$ cat src/rtl/seq_gen_tx.sv
// Serial frame generator: shifts a captured pattern MSB-first, repeats with idle gaps.
// Optional even-parity bit per frame when SEQ_GEN_TX_PARITY_EN is defined.
module seq_gen_tx #(
   parameter int GAP_CYCLES = 2
) (
   input  logic       clock,
   input  logic       reset,
   input  logic       start,
   input  logic [7:0] pattern,
   input  logic [2:0] len,
   input  logic [1:0] repeat_n,
   output logic       x,
   output logic       busy,
   output logic       done,
   output logic [1:0] state
);

   typedef enum logic [1:0] {
      IDLE  = 2'b00,
      SHIFT = 2'b01,
      GAP   = 2'b10,
      PAR   = 2'b11
   } state_t;

   state_t     cur, nxt;
   logic [7:0] pat_q, pat_n;
   logic [2:0] len_q, len_n;
   logic [2:0] cnt_q, cnt_n;
   logic [1:0] frm_q, frm_n;
   logic [3:0] gap_q, gap_n;
   logic       x_n, done_n;
   logic       end_frame;

`ifdef SEQ_GEN_TX_PARITY_EN
   logic parity;

   // Even parity over the len+1 bits that actually go on the wire
   always_comb begin
      parity = 1'b0;
      for (int i = 0; i < 8; i++)
         if (3'(i) <= len_q) parity = parity ^ pat_q[i];
   end
`endif

   always_comb begin
      nxt       = cur;
      pat_n     = pat_q;
      len_n     = len_q;
      cnt_n     = cnt_q;
      frm_n     = frm_q;
      gap_n     = gap_q;
      x_n       = 1'b0;
      done_n    = 1'b0;
      end_frame = 1'b0;

      case (cur)
         IDLE: begin
            if (start) begin
               nxt   = SHIFT;
               pat_n = pattern;
               len_n = len;
               cnt_n = len;
               frm_n = repeat_n;
               x_n   = pattern[len];
            end
         end
         SHIFT: begin
            if (cnt_q != 3'd0) begin
               cnt_n = cnt_q - 3'd1;
               x_n   = pat_q[cnt_q - 3'd1];
            end else begin
`ifdef SEQ_GEN_TX_PARITY_EN
               nxt = PAR;
               x_n = parity;
`else
               end_frame = 1'b1;
`endif
            end
         end
         GAP: begin
            if (gap_q != 4'd0) begin
               gap_n = gap_q - 4'd1;
            end else begin
               nxt   = SHIFT;
               cnt_n = len_q;
               x_n   = pat_q[len_q];
            end
         end
         PAR: end_frame = 1'b1;
         default: nxt = IDLE;
      endcase

      // Frame boundary: restart immediately, go through GAP, or finish
      if (end_frame) begin
         if (frm_q != 2'd0) begin
            frm_n = frm_q - 2'd1;
            if (GAP_CYCLES == 0) begin
               nxt   = SHIFT;
               cnt_n = len_q;
               x_n   = pat_q[len_q];
            end else begin
               nxt   = GAP;
               gap_n = 4'(GAP_CYCLES - 1);
            end
         end else begin
            nxt    = IDLE;
            done_n = 1'b1;
         end
      end
   end

   always_ff @(posedge clock or negedge reset) begin
      if (!reset) begin
         cur   <= IDLE;
         pat_q <= 8'd0;
         len_q <= 3'd0;
         cnt_q <= 3'd0;
         frm_q <= 2'd0;
         gap_q <= 4'd0;
         x     <= 1'b0;
         done  <= 1'b0;
      end else begin
         cur   <= nxt;
         pat_q <= pat_n;
         len_q <= len_n;
         cnt_q <= cnt_n;
         frm_q <= frm_n;
         gap_q <= gap_n;
         x     <= x_n;
         done  <= done_n;
      end
   end

   assign busy  = (cur != IDLE);
   assign state = cur;

endmodule

$ cat config.mk
export PLATFORM = sky130hd
export DESIGN_NAME = seq_gen_tx
export DESIGN_NICKNAME = d
export VERILOG_FILES = /design/src/rtl/seq_gen_tx.sv
export SDC_FILE = /design/constraint.sdc
export NUM_CORES = 1
export LEC_CHECK = 0
export ABC_CLOCK_PERIOD_IN_PS = 2100
export BUFFER_PORTS_ARGS = -buffer_cell sky130_fd_sc_hd__buf_2
export CORE_MARGIN = 2
export CORE_UTILIZATION = 56
export CTS_CLUSTER_DIAMETER = 60
export DETAILED_ROUTE_END_ITERATION = 12
export MAX_ROUTING_LAYER = met4
export PLACE_DENSITY = 0.79
export SYNTH_ARGS = -nofsm -noshare
export SYNTH_HDL_FRONTEND = slang
export SYNTH_SLANG_ARGS = --single-unit
$ cat constraint.sdc
create_clock -name clock -period 2.1 [get_ports clock]
set_input_delay 0.63 -clock clock [delete_from_list [all_inputs] [get_ports clock]]
set_output_delay 0.63 -clock clock [all_outputs]
set_load 0.01 [all_outputs]
Word-level counts from Yosys, hierarchy flattened --
Cells that the tools add are included.
Storage, ports and cells: input port bits 16, output and inout bits 5, flip-flop bits (word level) 24, word-level logic and storage cells 63
Cells by class: equality and inequality tests 8, add/sub/neg operators 3, reduce and logical (&&, ||, !) cells 10, multiplexer cells 31, magnitude comparators 3
Operators by type and width (number):
- 2-bit 2-to-1 mux | 8
- 4-bit 2-to-1 mux | 4
- 3-bit by 4-bit < comparator with 1-bit output (second input constant) | 3
- 1-bit binary-select mux with 3-bit select | 3
- 1-bit 2-to-1 mux | 9
- 3-bit 2-to-1 mux | 3
- 3-bit case mux with 3 select lines | 1
- 3-bit nonzero test | 3
- 2-bit inequality test (second input constant) | 3
- 3-bit inequality test (second input constant) | 2
- 2-bit equality test (second input constant) | 2
- 2-bit case mux with 2 select lines | 1
- 4-bit AND reduction | 1
- 2-bit nonzero test | 2
- 4-bit nonzero test | 1
- 4-bit by 1-bit subtractor with 4-bit output (second input constant) | 1
- 1-bit case mux with 3 select lines | 1
- 3-bit AND reduction | 1
- 3-bit by 1-bit subtractor with 3-bit output (second input constant) | 1
- 2-bit by 1-bit equality test with 1-bit output (second input constant) | 1
- 2-bit zero test | 1
- 1-bit case mux with 2 select lines | 1
- 2-bit AND reduction | 1
- 2-bit by 1-bit subtractor with 2-bit output (second input constant) | 1

Longest topological paths before layout --
Gate-level depths: netlist of run 1.
depth after elaboration 5, mapped depth 7, gate-level depth less buffers 7

Least setup slack after synthesis of run 1 --
OpenSTA, ideal clock, no wires.
kind flip-flop to flip-flop, start point register cur[0] (netlist: state[0]), end point register cnt_q[0], setup time 0.125 ns, slack 0.235 ns, stages on the path, launching flop included 6, data required time 1.975 ns, buffers on the path 0, arrival time 1.740 ns, clock period less this slack 1.865 ns, cell sequence dfrtp_1 > inv_1 > ha_1 > a21boi_2 > a2111oi_4 > mux2_2
Between the ends: cells in the longest elaborated chain, start to end 3, elaborated cells between the ends (all ways) 9, those cells by class eq/ne: 5; mux: 1; reduce/logical: 3
Ends and longest elaborated chain:
- from (decl) | RTL line 25 | state_t cur, nxt;
- from (signal assigned) | RTL line 123 | cur <= nxt;
- 2-bit equality test, or another cell as far along | RTL line 56 | case (cur)
- 2-bit inequality test (no line) / 3-bit nonzero test (equally long branches)
- 4-bit AND reduction (no line)
- to (signal assigned) | RTL line 126 | cnt_q <= cnt_n;
- to (decl) | RTL line 28 | logic [2:0] cnt_q, cnt_n;
Parallel ways exist; a longest one is shown, timed or not. A chain may end at the register's enable or synchronous reset.

Worst setup path after layout of run 1 --
start point register cur[0] (netlist: state[0]), end point output port busy
Between the ends: cells in the longest elaborated chain, start to end 1
Ends and longest elaborated chain:
- 2-bit nonzero test | RTL line 134 | assign busy = (cur != IDLE);
- to (decl) | RTL line 13 | output logic busy,
No other way between the ends.

==> results of run 1 <==
## worst max path at each step
stage | start | to | cells past startpoint
6_report | state[0] | busy | 4
5_1_grt | state[0] | busy | 4
4_1_cts | state[1] | busy | 4
2_1_floorplan | state[0] | cnt_q[0] | 5
3_5_place_dp | state[0] | cnt_q[0] | 5
3_3_place_gp | state[0] | cnt_q[1] | 5
## synthesized netlist by cell type
library cell	instances
o21ai_0	5
nand2_1	9
and2_1	1
o21a_1	1
nand3_2	1
or4b_1	1
nor2_2	1
mux4_4	1
mux4_2	1
a21boi_2	1
a211oi_1	1
xnor2_1	1
nor3_1	2
mux2_2	14
inv_1	11
nand3_1	1
nor2_1	11
a2111oi_4	1
dfrtp_1	24
mux2i_1	3
mux4_1	3
a21o_1	2
a21oi_1	10
a221oi_1	1
ha_1	8
o211ai_2	1
a311oi_1	1
a22oi_1	3
buf_2	1
o211ai_1	2
## cell type report
cell class                 count  area, µm²  share of cell area [%]
sequential                    24      601.8                   38.39
tap                           30      37.54                   2.394
timing repair buffer          21      107.6                   6.864
multi-input combinational     87      757.0                   48.28
clock buffer                   3      22.52                   1.437
inverter                      11      41.29                   2.634
## state kept, by name (all words and copies together) (netlist names)
| signal | count |
|---|---|
| cnt_q | 3 |
| done | 1 |
| frm_q | 2 |
| gap_q | 4 |
| len_q | 3 |
| pat_q | 8 |
| state | 2 |
| x | 1 |
## cell families (layout without fill, tap and decap cells)
group	count (synthesis)	count (layout)	synth area share (%)
AO/OA/AOI/OAI	29	29	15.06
XOR/XNOR	1	1	0.6240
adder cells (fa/ha/maj)	8	8	7.130
buffers and inverters	12	35	3.297
flip-flops	24	24	42.78
multiplexers	22	22	22.37
AND/OR/NAND/NOR	27	27	8.735
## power by group through the flow
stage                     logic (mW)  registers, mW  clock network [mW]
after floorplan                 1.08          0.867                   0
after global placement          1.32          0.900                   0
after detailed placement        1.39          0.918                   0
after CTS                       1.40          0.907               0.213
after global routing            1.57          0.942               0.231
final                           1.41          0.913               0.206
## worst max-delay path, cell delays in order, from the launching register on
cell     delay (ns)
dfrtp_1        0.45
inv_1          0.10
ha_1           0.24
inv_1          0.11
buf_2          0.14
## stage by stage
step / total power, mW / cells / setup slack, ns / hold WS (ns)
6_report: 2.529 / 176 / 0.1027 / 0.2687
5_1_grt: 2.743 / 176 / 0.001746 / 0.2917
4_1_cts: 2.520 / 176 / 0.07068 / 0.2848
3_5_place_dp: 2.311 / 173 / 0.1501 / 0.5005
3_3_place_gp: 2.217 / 173 / 0.2378 / 0.4932
2_1_floorplan: 1.952 / 123 / 0.2355 / 0.3344
## layer usage
| metal | GRT usage [%] | part of all wire (%) | wire, µm | vias to the layer above |
|---|---|---|---|---|
| met5 | - | 0 | 0 | - |
| met3 | 3.889 | 6.0 | 172 | 3 |
| met2 | 38.62 | 50 | 1436 | 46 |
| met4 | 10.00 | 1.2 | 36 | 0 |
| li1 | - | - | - | 499 |
| met1 | 31.13 | 43 | 1244 | 517 |
## what timing repair did
action,in CTS,in global routing
resized for setup,0,1
endpoints found under the hold margin,0,0
setup endpoints to repair,0,1
==> results_dict.tcl, run 1 <==
set metrics [dict create \
    power.internal_mw 1.491 \
    num-fill-cells 208 \
    syn_to_final_growth_pct 11.68 \
    worst-setup-path-type "reg -> out" \
    worst_setup_path_start_kind "flip-flop" \
    ys_seq_area_share_pct 42.78 \
    grtUsageTotal_pct 24.35 \
    clkTransAtPathRegs_ns 0.13 \
    rows 18 \
    worstPathRequired_ns 1.47 \
    cts.path.max_buffers 2 \
    grt_max_degree 25 \
    syn_nets 147 \
    via_count 1065 \
    yosys-top-cells-area "dfrtp_1, mux2_2, ha_1, mux4_1, a21oi_1" \
    core_um2 2432 \
    ys_types 30 \
    cts_root_buf "clkbuf_4" \
    dpl_cell_area_um2 1544 \
    postCtsSetupRepairBufs 0 \
    cts.hold.buffers_added 0 \
    start_util_pct 57.72 \
    viasPerCell 6.051 \
    min_period_ns 1.997 \
    ant_nets 0 \
    r2r_cells 5 \
    cts_sinks 24 \
    worstPathArrival_ns 1.37 \
    drc 0 \
    syn-cell-area_um2 1404 \
    diodes 0 \
    layout_common_cells "dfrtp_1, buf_2, mux2_2, inv_1, nor2_1" \
    die-height_um 54.07 \
    nets 172 \
    postLayoutCoreUtil_pct 64.45 \
    power.leakage_nw 0.7333 \
    rr_startpoint "state[0]" \
    htree_levels 1 \
    ys_ff_latch 24 \
    yosys_warnings 0 \
    rsz0062_at_grt "no" \
    final_common_cell "dfrtp_1" \
    die-width_um 54.07 \
    hpwl_um 2201 \
    min_period_over_period_pct 95.11 \
    status "complete, no violations" \
    clkPwrFrac_pct 8.2 \
    critPathCaptureType "output pin" \
    drt_first_pass_iters 4 \
    drive_above_1_share_pct 31.51 \
    cts_buffers 3 \
    crit_path_max_fanout 6 \
    fin_area_um2 1568 \
    pwr-share-comb_pct 55.7 \
    syn_inst 123 \
    hold_viol_final 0 \
    synth_top_area_cell "dfrtp_1" \
    io_pins 21 \
    setup_violations 0 \
    avgSynthCellArea_um2 11.41 \
    cts_tree "yes" \
    finalMaxSlewViolations 0 \
    grt-ovfl-total 0 \
    sw_frac_of_total_pct 41.04 \
    min_path_type "in -> async" \
    clk_latency_ns 0.32 \
    fmax_mhz 500.7 \
    totalWireLength_um 2890 \
    fin_setup_tns_ns 0 \
    ff2ff_setup_slack_ns 0.14 \
    clock_skew_ns 0.004040 \
    max_cap_violations 0 \
    grt_pass1_wl_um 4857 \
    ir_drop_mv 0.9671 \
    wire_per_inst_um 16.42 \
    slew_headroom_pct 63.16 \
    gp_congestion 0.8082 \
    p_sw_mw 1.038 \
    yosysTopAreaCellShare_pct 42.78 \
    p_per_area_nw_per_um2 1613 \
    pwr-share-seq_pct 36.1 \
    grt_antenna_before_repair 0 \
    grt_pass1_vias 1021 \
    r2r_end "cnt_q[0]" \
    drtIter0Drc 33 \
    worst_pin_slew_ns 0.5526 \
    dieArea_um2 2924 \
    io_buffers 20 \
]
Note: power is estimated with default switching activity, not from simulation.
==> run 2: changes to the inputs <==
CORE_UTILIZATION = 50   (was 56)
PLACE_DENSITY = 0.71   (was 0.79)
==> results_dict.tcl, run 2 (synthesis gave the netlist of run 1 again) <==
set metrics [dict create \
    diodes 0 \
    crit_path_max_fanout 6 \
    sw_frac_of_total_pct 40.57 \
    rr_startpoint "state[0]" \
    totalWireLength_um 2787 \
    cts_root_buf "clkbuf_4" \
    die-width_um 56.99 \
    final_common_cell "dfrtp_1" \
    nets 172 \
    die-height_um 56.99 \
    clock_skew_ns 0.0004175 \
    core_um2 2710 \
    endpoint "busy" \
    largest_register_ffs 8 \
    cts.path.max_buffers 2 \
    worst-setup-path-type "reg -> out" \
    pwr-share-seq_pct 36.7 \
    io_buffers 20 \
    max_cap_violations 0 \
    worst_pin_slew_ns 0.5561 \
    power.internal_mw 1.489 \
    cts_buffers 3 \
    critPathCaptureType "output pin" \
    p_per_area_nw_per_um2 1597 \
    grt_max_degree 25 \
    worst_setup_path_start_kind "flip-flop" \
    pwr-share-comb_pct 55.5 \
    gp_congestion 0.7976 \
    rsz0062_at_grt "no" \
    start_util_pct 51.80 \
    startpoint "state[0]" \
    ir_drop_mv 0.9292 \
    worstPathArrival_ns 1.37 \
    cts_sinks 24 \
    finalMaxSlewViolations 0 \
    grt_pass1_vias 1025 \
    r2r_end "cnt_q[2]" \
    min_path_type "in -> async" \
    postCtsSetupRepairBufs 0 \
    syn_to_final_growth_pct 11.76 \
    via_count 1026 \
    viasPerCell 5.797 \
    htree_levels 1 \
    p_sw_mw 1.017 \
    clkTransAtPathRegs_ns 0.12 \
    io_pins 21 \
    grt_antenna_before_repair 0 \
    grt_pass1_wl_um 4705 \
    setup_violations 0 \
    ff2ff_setup_slack_ns 0.13 \
    hold_viol_final 0 \
    dieArea_um2 3247 \
    cts.hold.buffers_added 0 \
    min_period_ns 1.996 \
    largest_registers "pat_q: 8 flops, gap_q: 4 flops" \
    grt-ovfl-total 0 \
    finalPower_mw 2.506 \
    power.leakage_nw 0.7333 \
    top_register "pat_q" \
    ant_nets 0 \
    cts_tree "yes" \
    layout_common_cells "dfrtp_1, buf_2, mux2_2, inv_1, nor2_1" \
    hpwl_um 2150 \
    fmax_mhz 501.0 \
    drive_above_1_share_pct 31.51 \
    slew_headroom_pct 62.92 \
    worstPathRequired_ns 1.47 \
    clkPwrFrac_pct 7.8 \
    rows 19 \
    status "complete, no violations" \
    clk_latency_ns 0.31 \
    grtUsageTotal_pct 19.30 \
    drc 0 \
    min_period_over_period_pct 95.04 \
    r2r_cells 5 \
    fin_setup_tns_ns 0 \
    drtIter0Drc 22 \
    wire_per_inst_um 15.75 \
    drt_first_pass_iters 4 \
]
==> run 2: cell counts in the layout (fill, tap and decap cells not counted) <==
Identical to the previous run, type by type.
==> run 2: critical path, stage by stage (launching register included) <==
cell     delay (ns)
dfrtp_1        0.45
inv_1          0.12
ha_1           0.24
inv_1          0.11
buf_2          0.14
==> run 2: worst min path at each step <==
stage | cells after the start | end
finish | 1 | len_q[0]
global route | 1 | x
CTS | 1 | x
detailed placement | 1 | cnt_q[1]
global placement | 1 | cnt_q[1]
floorplan | 0 | cnt_q[0]
==> run 2: layer usage <==
metal	wire length, µm	track usage (%)	up-vias
met1	1250	25.07	494
met4	66	7.973	0
met2	1353	30.54	27
met3	116	2.721	7
li1	-	-	498
met5	0	-	-
==> run 2: cell type report <==
cell class	instances	area, µm²
Timing Repair Buffer	21	107.6
Fill cell	229	1141
Clock buffer	3	22.52
Inverter	11	41.29
Sequential cell	24	601.8
Multi-Input combinational cell	87	757.0
Tap cell	31	38.79
==> run 2: power groups by stage <==
stage / clock [mW] / sequential, mW / combinational (mW)
6_report: 0.196 / 0.919 / 1.39
3_3_place_gp: 0 / 0.902 / 1.33
2_1_floorplan: 0 / 0.867 / 1.08
4_1_cts: 0.205 / 0.916 / 1.40
3_5_place_dp: 0 / 0.926 / 1.38
5_1_grt: 0.220 / 0.945 / 1.54
==> run 2: repair_timing <==
item                                    4_1_cts  5_1_grt
resized for setup                             0        1
endpoints found under the hold margin         0        0
endpoints found under the setup margin        0        1
==> run 2: stage by stage <==
step                      hold slack, ns  cells  utilization (%)  worst slack, ns  cell area [µm²]
after floorplan                   0.3344    123                -           0.2355             1404
after global placement            0.4934    174            57.02           0.2332             1545
after detailed placement          0.5108    174            57.02           0.1693             1545
after CTS                         0.2853    177            57.85          0.07151             1568
after global routing              0.3028    177            57.89          0.03071             1569
final                             0.2774    177            57.89           0.1041             1569
